### src/rtl/wiener_pkg.sv
// Shared types and defaults for the Wiener per-block stats path (load and drain sides).
package wiener_pkg;
  localparam int DATA_WIDTH_DEF    = 8;
  localparam int TOTAL_SAMPLES_DEF = 64;

  typedef enum logic [1:0] {
    ST_IDLE       = 2'd0,
    ST_WAIT_STATS = 2'd1,
    ST_DRAIN      = 2'd2,
    ST_FRAME_DONE = 2'd3
  } wiener_state_e;
endpackage

### src/rtl/wiener_block_readout_fsm_if.sv
// Pixel output stream of the block readout: valid/ready handshake plus block/frame markers.
interface wiener_block_readout_fsm_if #(parameter int DATA_WIDTH = 8);
  logic                  out_valid;
  logic                  out_ready;
  logic [DATA_WIDTH-1:0] pixel_out;
  logic                  out_start_of_block;
  logic                  out_start_of_frame;
  logic                  out_end_of_frame;
  logic [31:0]           block_idx;

  modport master (
    output out_valid, pixel_out, out_start_of_block, out_start_of_frame,
           out_end_of_frame, block_idx,
    input  out_ready
  );

  modport slave (
    input  out_valid, pixel_out, out_start_of_block, out_start_of_frame,
           out_end_of_frame, block_idx,
    output out_ready
  );
endinterface

### src/rtl/wiener_credit_counter.sv
// Counts blocks whose stats are ready but not yet drained; saturates with a sticky overflow.
module wiener_credit_counter #(
  parameter  int MAX_PENDING = 4,
  localparam int CW          = $clog2(MAX_PENDING + 1)
) (
  input  logic          clk,
  input  logic          rst_n,
  input  logic          clr,
  input  logic          inc,
  input  logic          dec,
  output logic [CW-1:0] count,
  output logic          overflow
);
  // overflow survives clr on purpose: only reset clears it
  always_ff @(posedge clk) begin
    if (!rst_n) begin
      count    <= '0;
      overflow <= 1'b0;
    end else if (clr) begin
      count <= '0;
    end else if (inc && !dec) begin
      if (count == CW'(MAX_PENDING)) overflow <= 1'b1;
      else                           count    <= count + CW'(1);
    end else if (dec && !inc) begin
      count <= count - CW'(1);
    end
  end
endmodule

### src/rtl/wiener_block_readout_fsm.sv
// Drain-side controller: waits for per-block stats credits, then pops each block's pixels
// from the shift-register tail with valid/ready and block/frame markers.
module wiener_block_readout_fsm
  import wiener_pkg::*;
#(
  parameter int DATA_WIDTH    = DATA_WIDTH_DEF,
  parameter int TOTAL_SAMPLES = TOTAL_SAMPLES_DEF,
  parameter int MAX_PENDING   = 4
) (
  input  logic                  clk,
  input  logic                  rst_n,
  input  logic                  start_of_frame,
  input  logic                  variance_ready,
  input  logic [31:0]           blocks_per_frame,
  input  logic [DATA_WIDTH-1:0] pixel_in,
  output logic                  shift_en,
  output logic                  shift_reg_rst_n,
  output logic                  overflow_err,
  wiener_block_readout_fsm_if.master out
);
  localparam int SW = $clog2(TOTAL_SAMPLES);
  localparam int CW = $clog2(MAX_PENDING + 1);

  wiener_state_e state, state_nxt;
  logic [SW-1:0] sample_cnt;
  logic [31:0]   block_cnt, bpf_q;
  logic [CW-1:0] credit;
  logic          credit_inc, credit_dec, credit_clr;
  logic          pop, last_sample, last_block;

  assign last_sample = (sample_cnt == SW'(TOTAL_SAMPLES - 1));
  assign last_block  = (block_cnt == bpf_q - 32'd1);
  assign pop         = out.out_valid && out.out_ready;

  wiener_credit_counter #(.MAX_PENDING(MAX_PENDING)) u_credit (
    .clk      (clk),
    .rst_n    (rst_n),
    .clr      (credit_clr),
    .inc      (credit_inc),
    .dec      (credit_dec),
    .count    (credit),
    .overflow (overflow_err)
  );

  always_ff @(posedge clk) begin
    if (!rst_n) state <= ST_IDLE;
    else        state <= state_nxt;
  end

  // a block boundary with a credit in hand goes straight into the next block
  always_comb begin
    state_nxt  = state;
    credit_dec = 1'b0;
    case (state)
      ST_IDLE:
        if (start_of_frame)
          state_nxt = (blocks_per_frame == 32'd0) ? ST_FRAME_DONE : ST_WAIT_STATS;
      ST_WAIT_STATS:
        if (credit != '0) begin
          state_nxt  = ST_DRAIN;
          credit_dec = 1'b1;
        end
      ST_DRAIN:
        if (pop && last_sample) begin
          if (last_block)             state_nxt  = ST_FRAME_DONE;
          else if (credit != '0)      credit_dec = 1'b1;
          else                        state_nxt  = ST_WAIT_STATS;
        end
      ST_FRAME_DONE: state_nxt = ST_IDLE;
      default:       state_nxt = ST_IDLE;
    endcase
  end

  always_comb begin
    out.out_valid          = (state == ST_DRAIN);
    out.pixel_out          = pixel_in;
    out.out_start_of_block = out.out_valid && (sample_cnt == '0);
    out.out_start_of_frame = out.out_start_of_block && (block_cnt == 32'd0);
    out.out_end_of_frame   = out.out_valid && last_sample && last_block;
    out.block_idx          = block_cnt;
    shift_en               = pop;
    shift_reg_rst_n        = (state != ST_FRAME_DONE);
    credit_inc             = variance_ready && (state == ST_WAIT_STATS || state == ST_DRAIN);
    credit_clr             = (state == ST_FRAME_DONE);
  end

  always_ff @(posedge clk) begin
    if (!rst_n) begin
      sample_cnt <= '0;
      block_cnt  <= '0;
      bpf_q      <= '0;
    end else begin
      if (state == ST_IDLE && start_of_frame) bpf_q <= blocks_per_frame;
      if (state == ST_FRAME_DONE) begin
        sample_cnt <= '0;
        block_cnt  <= '0;
      end else if (pop) begin
        sample_cnt <= last_sample ? '0 : sample_cnt + SW'(1);
        if (last_sample && !last_block) block_cnt <= block_cnt + 32'd1;
      end
    end
  end
endmodule
### src/flat_wrapper.sv
// flat-port wrapper written by rule: the top's interface ports become plain ports
module wiener_block_readout_fsm_flat import wiener_pkg::*;
#(
  parameter int DATA_WIDTH    = DATA_WIDTH_DEF,
  parameter int TOTAL_SAMPLES = TOTAL_SAMPLES_DEF,
  parameter int MAX_PENDING   = 4
)
  (clk, rst_n, start_of_frame, variance_ready, blocks_per_frame, pixel_in, shift_en, shift_reg_rst_n, overflow_err, out_out_valid, out_pixel_out, out_out_start_of_block, out_out_start_of_frame, out_out_end_of_frame, out_block_idx, out_out_ready);
  wiener_block_readout_fsm_if #(.DATA_WIDTH(DATA_WIDTH)) out_i ();
  input  logic clk;
  input  logic rst_n;
  input  logic start_of_frame;
  input  logic variance_ready;
  input  logic [31:0] blocks_per_frame;
  input  logic [DATA_WIDTH-1:0] pixel_in;
  output logic shift_en;
  output logic shift_reg_rst_n;
  output logic overflow_err;
  output wire logic [$bits(out_i.out_valid)-1:0] out_out_valid;
  output wire logic [$bits(out_i.pixel_out)-1:0] out_pixel_out;
  output wire logic [$bits(out_i.out_start_of_block)-1:0] out_out_start_of_block;
  output wire logic [$bits(out_i.out_start_of_frame)-1:0] out_out_start_of_frame;
  output wire logic [$bits(out_i.out_end_of_frame)-1:0] out_out_end_of_frame;
  output wire logic [$bits(out_i.block_idx)-1:0] out_block_idx;
  input wire logic [$bits(out_i.out_ready)-1:0] out_out_ready;
  assign out_out_valid = out_i.out_valid;
  assign out_pixel_out = out_i.pixel_out;
  assign out_out_start_of_block = out_i.out_start_of_block;
  assign out_out_start_of_frame = out_i.out_start_of_frame;
  assign out_out_end_of_frame = out_i.out_end_of_frame;
  assign out_block_idx = out_i.block_idx;
  assign out_i.out_ready = out_out_ready;
  wiener_block_readout_fsm #(.DATA_WIDTH(DATA_WIDTH), .TOTAL_SAMPLES(TOTAL_SAMPLES), .MAX_PENDING(MAX_PENDING)) u_core (.clk(clk), .rst_n(rst_n), .start_of_frame(start_of_frame), .variance_ready(variance_ready), .blocks_per_frame(blocks_per_frame), .pixel_in(pixel_in), .shift_en(shift_en), .shift_reg_rst_n(shift_reg_rst_n), .overflow_err(overflow_err), .out(out_i));
endmodule
### config.mk
export PLATFORM = sky130hd
export DESIGN_NAME = wiener_block_readout_fsm_flat
export DESIGN_NICKNAME = d
export VERILOG_FILES = /design/src/rtl/wiener_pkg.sv /design/src/rtl/wiener_block_readout_fsm_if.sv /design/src/rtl/wiener_credit_counter.sv /design/src/rtl/wiener_block_readout_fsm.sv /design/src/flat_wrapper.sv
export SDC_FILE = /design/constraint.sdc
export NUM_CORES = 1
export LEC_CHECK = 0
export CORE_ASPECT_RATIO = 0.9
export CORE_MARGIN = 2
export CORE_UTILIZATION = 45
export CTS_CLUSTER_SIZE = 24
export DETAILED_ROUTE_END_ITERATION = 16
export PLACE_DENSITY = 0.81
export SLEW_MARGIN = 5
export SYNTH_ARGS = -nofsm -noshare
export SYNTH_HDL_FRONTEND = slang
export SYNTH_SLANG_ARGS = --single-unit
### constraint.sdc
create_clock -name clk -period 6.85 [get_ports clk]
set_input_delay 1.0275 -clock clk [delete_from_list [all_inputs] [get_ports clk]]
set_output_delay 1.0275 -clock clk [all_outputs]
set_load 0.03 [all_outputs]
# Word-level counts from Yosys, hierarchy flattened
# Cells that the tools add are included.
# classes
n_addsub,5
n_bitwise,2
n_eq_ne,12
mux,15
n_reduce_logical,26
# op_table
op,n
$logic_not 32->1,2
$add 32x1->32 const B,1
$eq 32x32->1,1
$sub 32x1->32 const B,1
$mux 2,6
$logic_and 1x1->1,11
$mux 3,3
$ne 2x2->1 const B,4
$pmux 2 s4,1
$add 6x1->6 const B,1
$eq 6x6->1 const B,1
$logic_not 6->1,1
$mux 6,1
$eq 2x2->1 const B,2
$reduce_and 2->1,2
$reduce_and 4->1,1
$add 3x1->3 const B,1
$eq 3x3->1 const B,1
$logic_not 1->1,3
$mux 1,3
$ne 3x3->1 const B,1
$reduce_and 3->1,1
$reduce_bool 3->1,1
$sub 3x1->3 const B,1
other kinds (8),9
# totals
ff_bits,76
out_inout_bits,47
in_bits,45
word_cells,66

# Logic depth before layout (Yosys ltp)
# Gate-level depths: netlist (run 1).
# logic_depth
word_depth,9
mapped_depth,17
depth_no_buf,16

# By module
# From an unflattened synthesis (run 1), not the netlist that was laid out.
# unflattened
cells_unflattened,660
area_unflattened_um2,5280.1
# by_module_without_submodules
module,cells_each,n_inst,area_each_um2
wiener_block_readout_fsm,636,1,5047.3
wiener_credit_counter,24,1,232.7

# Worst setup path before layout (run 1)
# OpenSTA, ideal clock, no wires.
# synth_path
path_type,reg2reg
start,register u_core.bpf_q[0]
end,register u_core.u_credit.count[2]
path_stages_with_launch,16
t_arrival_ns,4.406
setup_slack_ns,2.348
setup_time_ns,0.095
cell_sequence,dfxtp_1 > inv_1 > ha_1 > or4b_2 > clkbuf_1 > or3_1 > o21a_1 > o41ai_1 > or4b_2 > nor2_4 > nor2_1 > o21ai_0 > nand3_1 > fa_1 > or4_1 > o311ai_1
# synth_between
elab_chain_cells,9
# synth_lines
element,line,source
start: declaration,wiener_block_readout_fsm.sv:26,"logic [31:0] block_cnt, bpf_q;"
start signal: assignment,wiener_block_readout_fsm.sv:93,if (state == ST_IDLE && start_of_frame) bpf_q <= blocks_per_frame;
$sub 32x1->32 *,wiener_block_readout_fsm.sv:32,assign last_block = (block_cnt == bpf_q - 32'd1);
$eq 32x32->1 *,wiener_block_readout_fsm.sv:32,
$mux 1 *,wiener_block_readout_fsm.sv:65,if (last_block) state_nxt = ST_FRAME_DONE;
$mux 1 *,wiener_block_readout_fsm.sv:64,if (pop && last_sample) begin
$pmux 1 s2 *,wiener_block_readout_fsm.sv:54,case (state)
$logic_not 1->1,wiener_credit_counter.sv:21,end else if (inc && !dec) begin
$logic_and 1x1->1,wiener_credit_counter.sv:21,
$ne 2x2->1 (no source line) or $reduce_bool 2->1 (tied branches),-,
$reduce_and 2->1 (no source line),-,
end signal: assignment,wiener_credit_counter.sv:23,else count <= count + CW'(1);
end signal: assignment,wiener_credit_counter.sv:25,count <= count - CW'(1);
end: declaration,wiener_credit_counter.sv:11,"output logic [CW-1:0] count,"
# Mark *: on every way between the ends. The rest lies on a longest branch, timed or not.
# A chain may end at the register's enable or synchronous reset.

# Worst setup path in the final report (run 1)
# layout_path
start,register u_core.bpf_q[0]
end,output port out_out_end_of_frame
# layout_between
elab_chain_cells,3
# layout_lines
element,line,source
$sub 32x1->32,wiener_block_readout_fsm.sv:32,
$eq 32x32->1,wiener_block_readout_fsm.sv:32,
$logic_and 1x1->1,wiener_block_readout_fsm.sv:79,out.out_end_of_frame = out.out_valid && last_sample && last_block;
end: declaration,flat_wrapper.sv:23,output wire logic [$bits(out_i.out_end_of_frame)-1:0] out_out_end_of_frame;
# Every way passes these cells.

==> results by group, run 1 <==
Yosys
  • Post-synth EDFFs: 0
  • Cell accounting for the most synthesized area: dfxtp_1
  • Syn Inst Count: 644
  • Avg Cell Area, Syn: 7.73 um^2
  • Synth unique cells: 64
  • Top-area cell type share of the netlist area: 30.6%
  • Synth async-reset ratio: 0%
  • Yosys reg bits: 76
  • Post-synth top flop: dfxtp_1
  • Sequential share of the synthesized area: 30.6%
  • Synth top area cells: dfxtp_1 (31%), nand2_1 (6.9%), xnor2_1 (6.7%)
  • Synthesized area: 4980 um^2
  • Syn_nets: 700
  • Synth Warn #: 0

Timing
  • Slew @ Worst Pin: 1130 ps
  • Final setup violation count: 0
  • Setup tns final: 0 ps
  • Slew Limit Headroom: 24.8%
  • Final setup margin: 1640 ps
  • Final period utilization: 76.1%
  • F_max: 192 MHz
  • Final Critical Period: 5210 ps
  • Hold Vio Cnt, Final: 0
  • Clock skew: 6.04 ps
  • Final Slew Violations: 0
  • Unrepaired setup endpoints after global routing: no

Pwr
  • Peak VDD IR: 183 uV
  • Cell Pwr Density: 299 nW/um^2
  • LEAKAGE: 2.02 nW
  • Power Total: 1.79 mW

Clock network
  • Setup Fix Bufs, Post-CTS: 0
  • Clock Latency Late Sink: 330 ps
  • CTS Buf Count: 9
  • Num Clock Sinks: 76
  • Clock tree buffer depth: 2
  • Root buffer cell: clkbuf_16
  • H-tree Lvls: 3
  • Post-CTS sizing: 0
  • Hold Buf Count CTS: 0
  • CTS tree: done
  • Worst-path clk slew: 60 ps

Routing
  • Starting DRT DRC Count: 431
  • DRT Pass-1 Iters: 5
  • Via count: 4945
  • Via-per-instance ratio: 5.99
  • Residual DRC count: 0
  • Antenna-violating nets left: 0
  • DR WL/cell: 18.4 um
  • Detailed Route WL: 15200 um

Global route
  • Largest net degree at the start of global routing: 41
  • Vias in the first global route: 4724
  • GR Util All Layers: 25.8%
  • Global-route wire length before repair: 24600 um
  • Global-route met1 utilization: 37.7%
  • Initial antenna violation count: 0
  • Met3 GRT Util: 4.97%
  • Gr ovfl total: 0
  • GRT busiest layer: met2
  • GR Layer Usage met2: 38.7%

Place
  • PortBufs: 75
  • Dpl ws: 1900 ps
  • Placed cell areas: 5680 um^2
  • RD Place Congestion: 0.952
  • HPWL Detailed: 11600 um

Run status
  • Outcome: finished, final reports clean

Die
  • Boundary Pins: 92
  • Die footprint: 11900 um^2
  • CORE AREA: 10800 um^2
  • Initial core utilization: 46.0%
  • Site row count: 36
  • Chip Width: 115 um
  • Die span in y: 104 um

Setup path
  • Arrival @ worst endpoint: 4180 ps
  • Most used cell, CP: nand2_1
  • Crit-path cells: inv_1 > ha_1 > or4b_2 > or3_1 > o21a_1 > o41ai_1 > nand2_1 > nor4_1 > nand2_1 > nor3_1 > clkdlybuf4s50_1
  • Flop-to-flop setup slack: 1860 ps
  • Worst EP required: 5820 ps
  • CP bufs+invs: 2
  • CP max FO: 7
  • Crit-path leading delay family: simple AND/OR/NAND/NOR gates
  • CP peak stage delay: 720 ps
  • Startpoint types: flip-flop
  • CP max stage cell: or4b_2
  • Critical path class: reg -> out
  • Crit path capture type: output port

Job
  • # Max-Cap Violations: 0

Final layout
  • Finished Cell Area: 5990 um^2
  • Layout cells sized above 1: 5.48%
  • Commonest non-fill, non-tap cell in the layout: nand2_1
  • Commonest non-fill, non-tap cells in the layout: nand2_1 (92), dfxtp_1 (76), clkdlybuf4s50_1 (75)
  • Synthesis-to-layout area growth: 20.3%
  • Final Util: 55.4%
  • ANT cells: 0
  • Nets: 744

Min path
  • Hold Crit Class: reg -> reg
-- cell usage after synthesis, drive strengths merged (3+ instances only) --
cell type / count
nand2: 92
dfxtp: 76
nor2: 43
xnor2: 38
a21boi: 33
nor4: 28
a21oi: 27
clkbuf: 27
nor3: 27
inv: 25
or3: 24
xor2: 22
nand3: 20
or4: 20
buf: 17
o21ai: 17
nand4: 12
ha: 10
or2: 7
and3: 6
nor2b: 6
nor4b: 6
nand2b: 5
o21a: 5
o31ai: 5
or4b: 5
a211oi: 4
and2: 3
nor3b: 3
o41ai: 3
-- final cells by class --
class,count,area (um^2)
clock buffer,12,256
clock inverter,4,47.5
fill,1049,4820
inverter,26,97.6
multi-input combinational,498,3130
sequential,76,1520
tap,133,166
timing repair buffer,77,766
-- sequential cells by signal, indices dropped and copies added, names as in the netlist --
register	count
u_core.bpf_q	32
u_core.out.block_idx	32
u_core.sample_cnt	6
u_core.u_credit.count	3
u_core.state	2
u_core.u_credit.overflow	1
-- report_power, final --
group,internal [mW],total (mW),leakage (nW),switching [mW]
Combinational,0.291,0.751,1.25,0.460
Clock,0.301,0.486,0.149,0.185
Sequential,0.486,0.553,0.617,0.0665
-- logic make-up after synthesis --
family | after synthesis | synth area share (%)
xor+xnor | 60 | 10.6
compound gates | 110 | 15.1
simple gates | 316 | 34.2
mux | 1 | 0.201
buf+inv | 70 | 6.49
fa+ha+maj | 11 | 2.92
flops | 76 | 30.6
-- per-layer routing --
metal,wire (um),share of wire [%]
met1,7210,48
met2,6700,44
met3,977,6.4
met4,276,1.8
met5,0,0
-- metrics by stage --
step	hold WS [ps]	cells
3_5_place_dp	466	810
2_1_floorplan	455	644
3_3_place_gp	455	810
5_1_grt	502	826
6_report	475	826
4_1_cts	484	826
-- final timing paths --
kind / startpoint / endpoint / depth (start not counted)
worst min register to register: u_core.u_credit.overflow$_SDFFE_PN0P_ / u_core.u_credit.overflow$_SDFFE_PN0P_ / 1
worst max-delay path: u_core.bpf_q[0]$_SDFFE_PN0P_ / out_out_end_of_frame / 11
worst max register to register: u_core.bpf_q[0]$_SDFFE_PN0P_ / u_core.u_credit.count[2]$_SDFFE_PP0P_ / 14
worst min-delay path: u_core.u_credit.overflow$_SDFFE_PN0P_ / u_core.u_credit.overflow$_SDFFE_PN0P_ / 1
Power figures use the tool's default switching activity.
==> inputs of run 2 (changes only) <==
Clock period 6.85 ns to 4.9 ns, I/O delays scaled along.
==> run 2 against run 1 <==
Utilization up 0.37 points. Cell area up 0.67%. Combinational power up 41%. Hold slack improved by 10 ps. Count of clock-buffer cells in the layout increased by 1. Die area is the same. Clock skew barely moved. Final cell count up 0.61%. Critical path type is now reg -> reg.
==> results by group, run 2 (same netlist as run 1, synthesis figures left out) <==
Run status
  • Outcome: finished, final reports clean

Timing
  • F_max: 217 MHz
  • Slew Limit Headroom: 29.6% (+4.8 points)
  • Final Critical Period: 4610 ps
  • Final setup violation count: 0 (unchanged)
  • Setup tns final: 0 ps (unchanged)
  • Slew @ Worst Pin: 1050 ps (-72.3 ps)
  • Final setup margin: 289 ps (-1350 ps)
  • Hold Vio Cnt, Final: 0 (unchanged)
  • Clock skew: 6.40 ps (+0.362 ps)
  • Final Slew Violations: 0 (unchanged)
  • Final period utilization: 94.1%
  • Unrepaired setup endpoints after global routing: no

Final layout
  • Commonest non-fill, non-tap cells in the layout: nand2_1 (92), dfxtp_1 (76), clkdlybuf4s50_1 (74)
  • Final Util: 55.8% (+0.37 points)
  • Commonest non-fill, non-tap cell in the layout: nand2_1
  • Nets: 750 (+0.81%)
  • Fillers: 993 (-5.3%)
  • Layout Cells excl Fill: 831 (+0.61%)
  • Layout cells sized above 1: 6.73% (+1.3 points)
  • Area occupied by registers: 1520 um^2 (unchanged)
  • Multi-input logic area: 3160 um^2 (+0.84%)
  • Synthesis-to-layout area growth: 21.1%
  • ANT cells: 0 (unchanged)

Die
  • Site row count: 36 (unchanged)
  • Chip Width: 115 um (unchanged)
  • Initial core utilization: 46.0% (unchanged)
  • Boundary Pins: 92 (unchanged)
  • Die span in y: 104 um (unchanged)
  • Die footprint: 11900 um^2 (unchanged)
  • CORE AREA: 10800 um^2 (unchanged)

Place
  • Dpl ws: 183 ps (-1720 ps)
  • PortBufs: 75 (unchanged)
  • RD Place Congestion: 0.913 (-4.1%)
  • HPWL Detailed: 11200 um (-2.9%)
  • Dpl cells: 816 (+0.74%)

Min path
  • Hold Crit Class: reg -> reg

Clock network
  • Clock Latency Late Sink: 340 ps (about the same)
  • Root buffer cell: clkbuf_16
  • Num Clock Sinks: 76 (unchanged)
  • Worst-path clk slew: 60 ps (about the same)
  • H-tree Lvls: 3 (unchanged)
  • Clock tree buffer depth: 2 (unchanged)
  • CTS tree: done
  • CTS Buf Count: 9 (unchanged)

Setup path
  • Arrival @ worst endpoint: 4850 ps (+670 ps)
  • Worst EP required: 5140 ps (-680 ps)
  • Crit path capture type: flip-flop
  • Critical path class: reg -> reg
  • Crit-path cells: inv_1 > ha_2 > or4b_2 > or3_4 > a2111o_1 > a211oi_1 > nand4_1 > or4_4 > nor2_4 > nor2_1 > o21ai_2 > nand3_1 > fa_1 > or4_1 > o311ai_1
  • CP peak stage delay: 620 ps (-100 ps)
  • CP max stage cell: or4b_2
  • CP max FO: 8 (+1)
  • Startpoint types: flip-flop

Pwr
  • LEAKAGE: 2.06 nW (+2.0%)
  • Power Total: 2.45 mW (+37%)
  • Cell Pwr Density: 407 nW/um^2 (+36%)
  • Peak VDD IR: 392 uV (+110%)

Routing
  • Starting DRT DRC Count: 364 (-16%)
  • Residual DRC count: 0 (unchanged)
  • Detailed Route WL: 14700 um (-2.9%)
  • Antenna-violating nets left: 0 (unchanged)
  • DR WL/cell: 17.7 um (-3.4%)
  • Via-per-instance ratio: 5.96 (-0.50%)
  • Via count: 4950 (+0.10%)
  • DRT Pass-1 Iters: 5 (unchanged)

Job
  • # Max-Cap Violations: 0 (unchanged)

Global route
  • Largest net degree at the start of global routing: 41 (unchanged)
  • Global-route wire length before repair: 23800 um (-3.4%)
  • Initial antenna violation count: 0 (unchanged)
  • Vias in the first global route: 4649 (-1.6%)
  • GR Util All Layers: 24.9% (-0.90 points)
  • Gr ovfl total: 0 (unchanged)
run 2: cell count changes in the layout (fill, tap and decap cells not counted), sizes merged:
cell / delta
buf: +6
bufinv: -1
clkbuf: +1
clkdlybuf4s50: -1
clkinvlp: -1
dlymetal6s2s: +1
run 2: through the flow:
step | hold slack, ps | area, um^2
6_report | 485 | 6030
5_1_grt | 505 | 6030
4_1_cts | 492 | 6000
3_5_place_dp | 469 | 5730
3_3_place_gp | 460 | 5730
2_1_floorplan | 455 | 4980
run 2: layer usage:
metal / track usage (%) / part of all wire, %
met3: 4.45 / 5.9
met2: 39.2 / 45
met4: 5.77 / 1.2
met5: 0 / 0
met1: 35.2 / 47
run 2: area by class of cell:
cell class              instances  share of cell area (%)
inverters                      26                    1.62
flip-flops and latches         76                    25.2
clock buffers                  13                    4.32
well taps                     133                    2.76
repair buffers                 83                    13.5
clock inverters                 2                   0.166
multi-input cells             498                    52.4
run 2: path summary, 6_finish.rpt:
kind	startpoint	to	slack [ps]	cells past startpoint
worst max-delay path	u_core.bpf_q[0]$_SDFFE_PN0P_	u_core.u_credit.count[2]$_SDFFE_PP0P_	290	15
worst max register to register	u_core.bpf_q[0]$_SDFFE_PN0P_	u_core.u_credit.count[2]$_SDFFE_PP0P_	290	15
worst min register to register	u_core.u_credit.overflow$_SDFFE_PN0P_	u_core.u_credit.overflow$_SDFFE_PN0P_	480	1
worst min-delay path	u_core.u_credit.overflow$_SDFFE_PN0P_	u_core.u_credit.overflow$_SDFFE_PN0P_	480	1
run 2: power by group:
group	total (mW)	switching, mW	internal, mW	leakage (nW)
registers	0.773	0.0931	0.680	0.617
logic	1.06	0.622	0.439	1.31
clock network	0.617	0.251	0.366	0.135
run 2: worst max-delay path, delay by kind of cell (launching register included):
kind / cells / cell delay (ps)
AO/OA/AOI/OAI: 4 / 910
adder cells (fa/ha/maj): 2 / 610
buffers and inverters: 1 / 90
flip-flops: 1 / 350
AND/OR/NAND/NOR: 8 / 2550
run 2: what timing repair did:
action / 4_1_cts / 5_1_grt
resized for setup: 0 / 8
buffers inserted: 0 / 0
setup endpoints to repair: 0 / 2
hold buffers: 0 / 0
hold endpoints to repair: 0 / 0
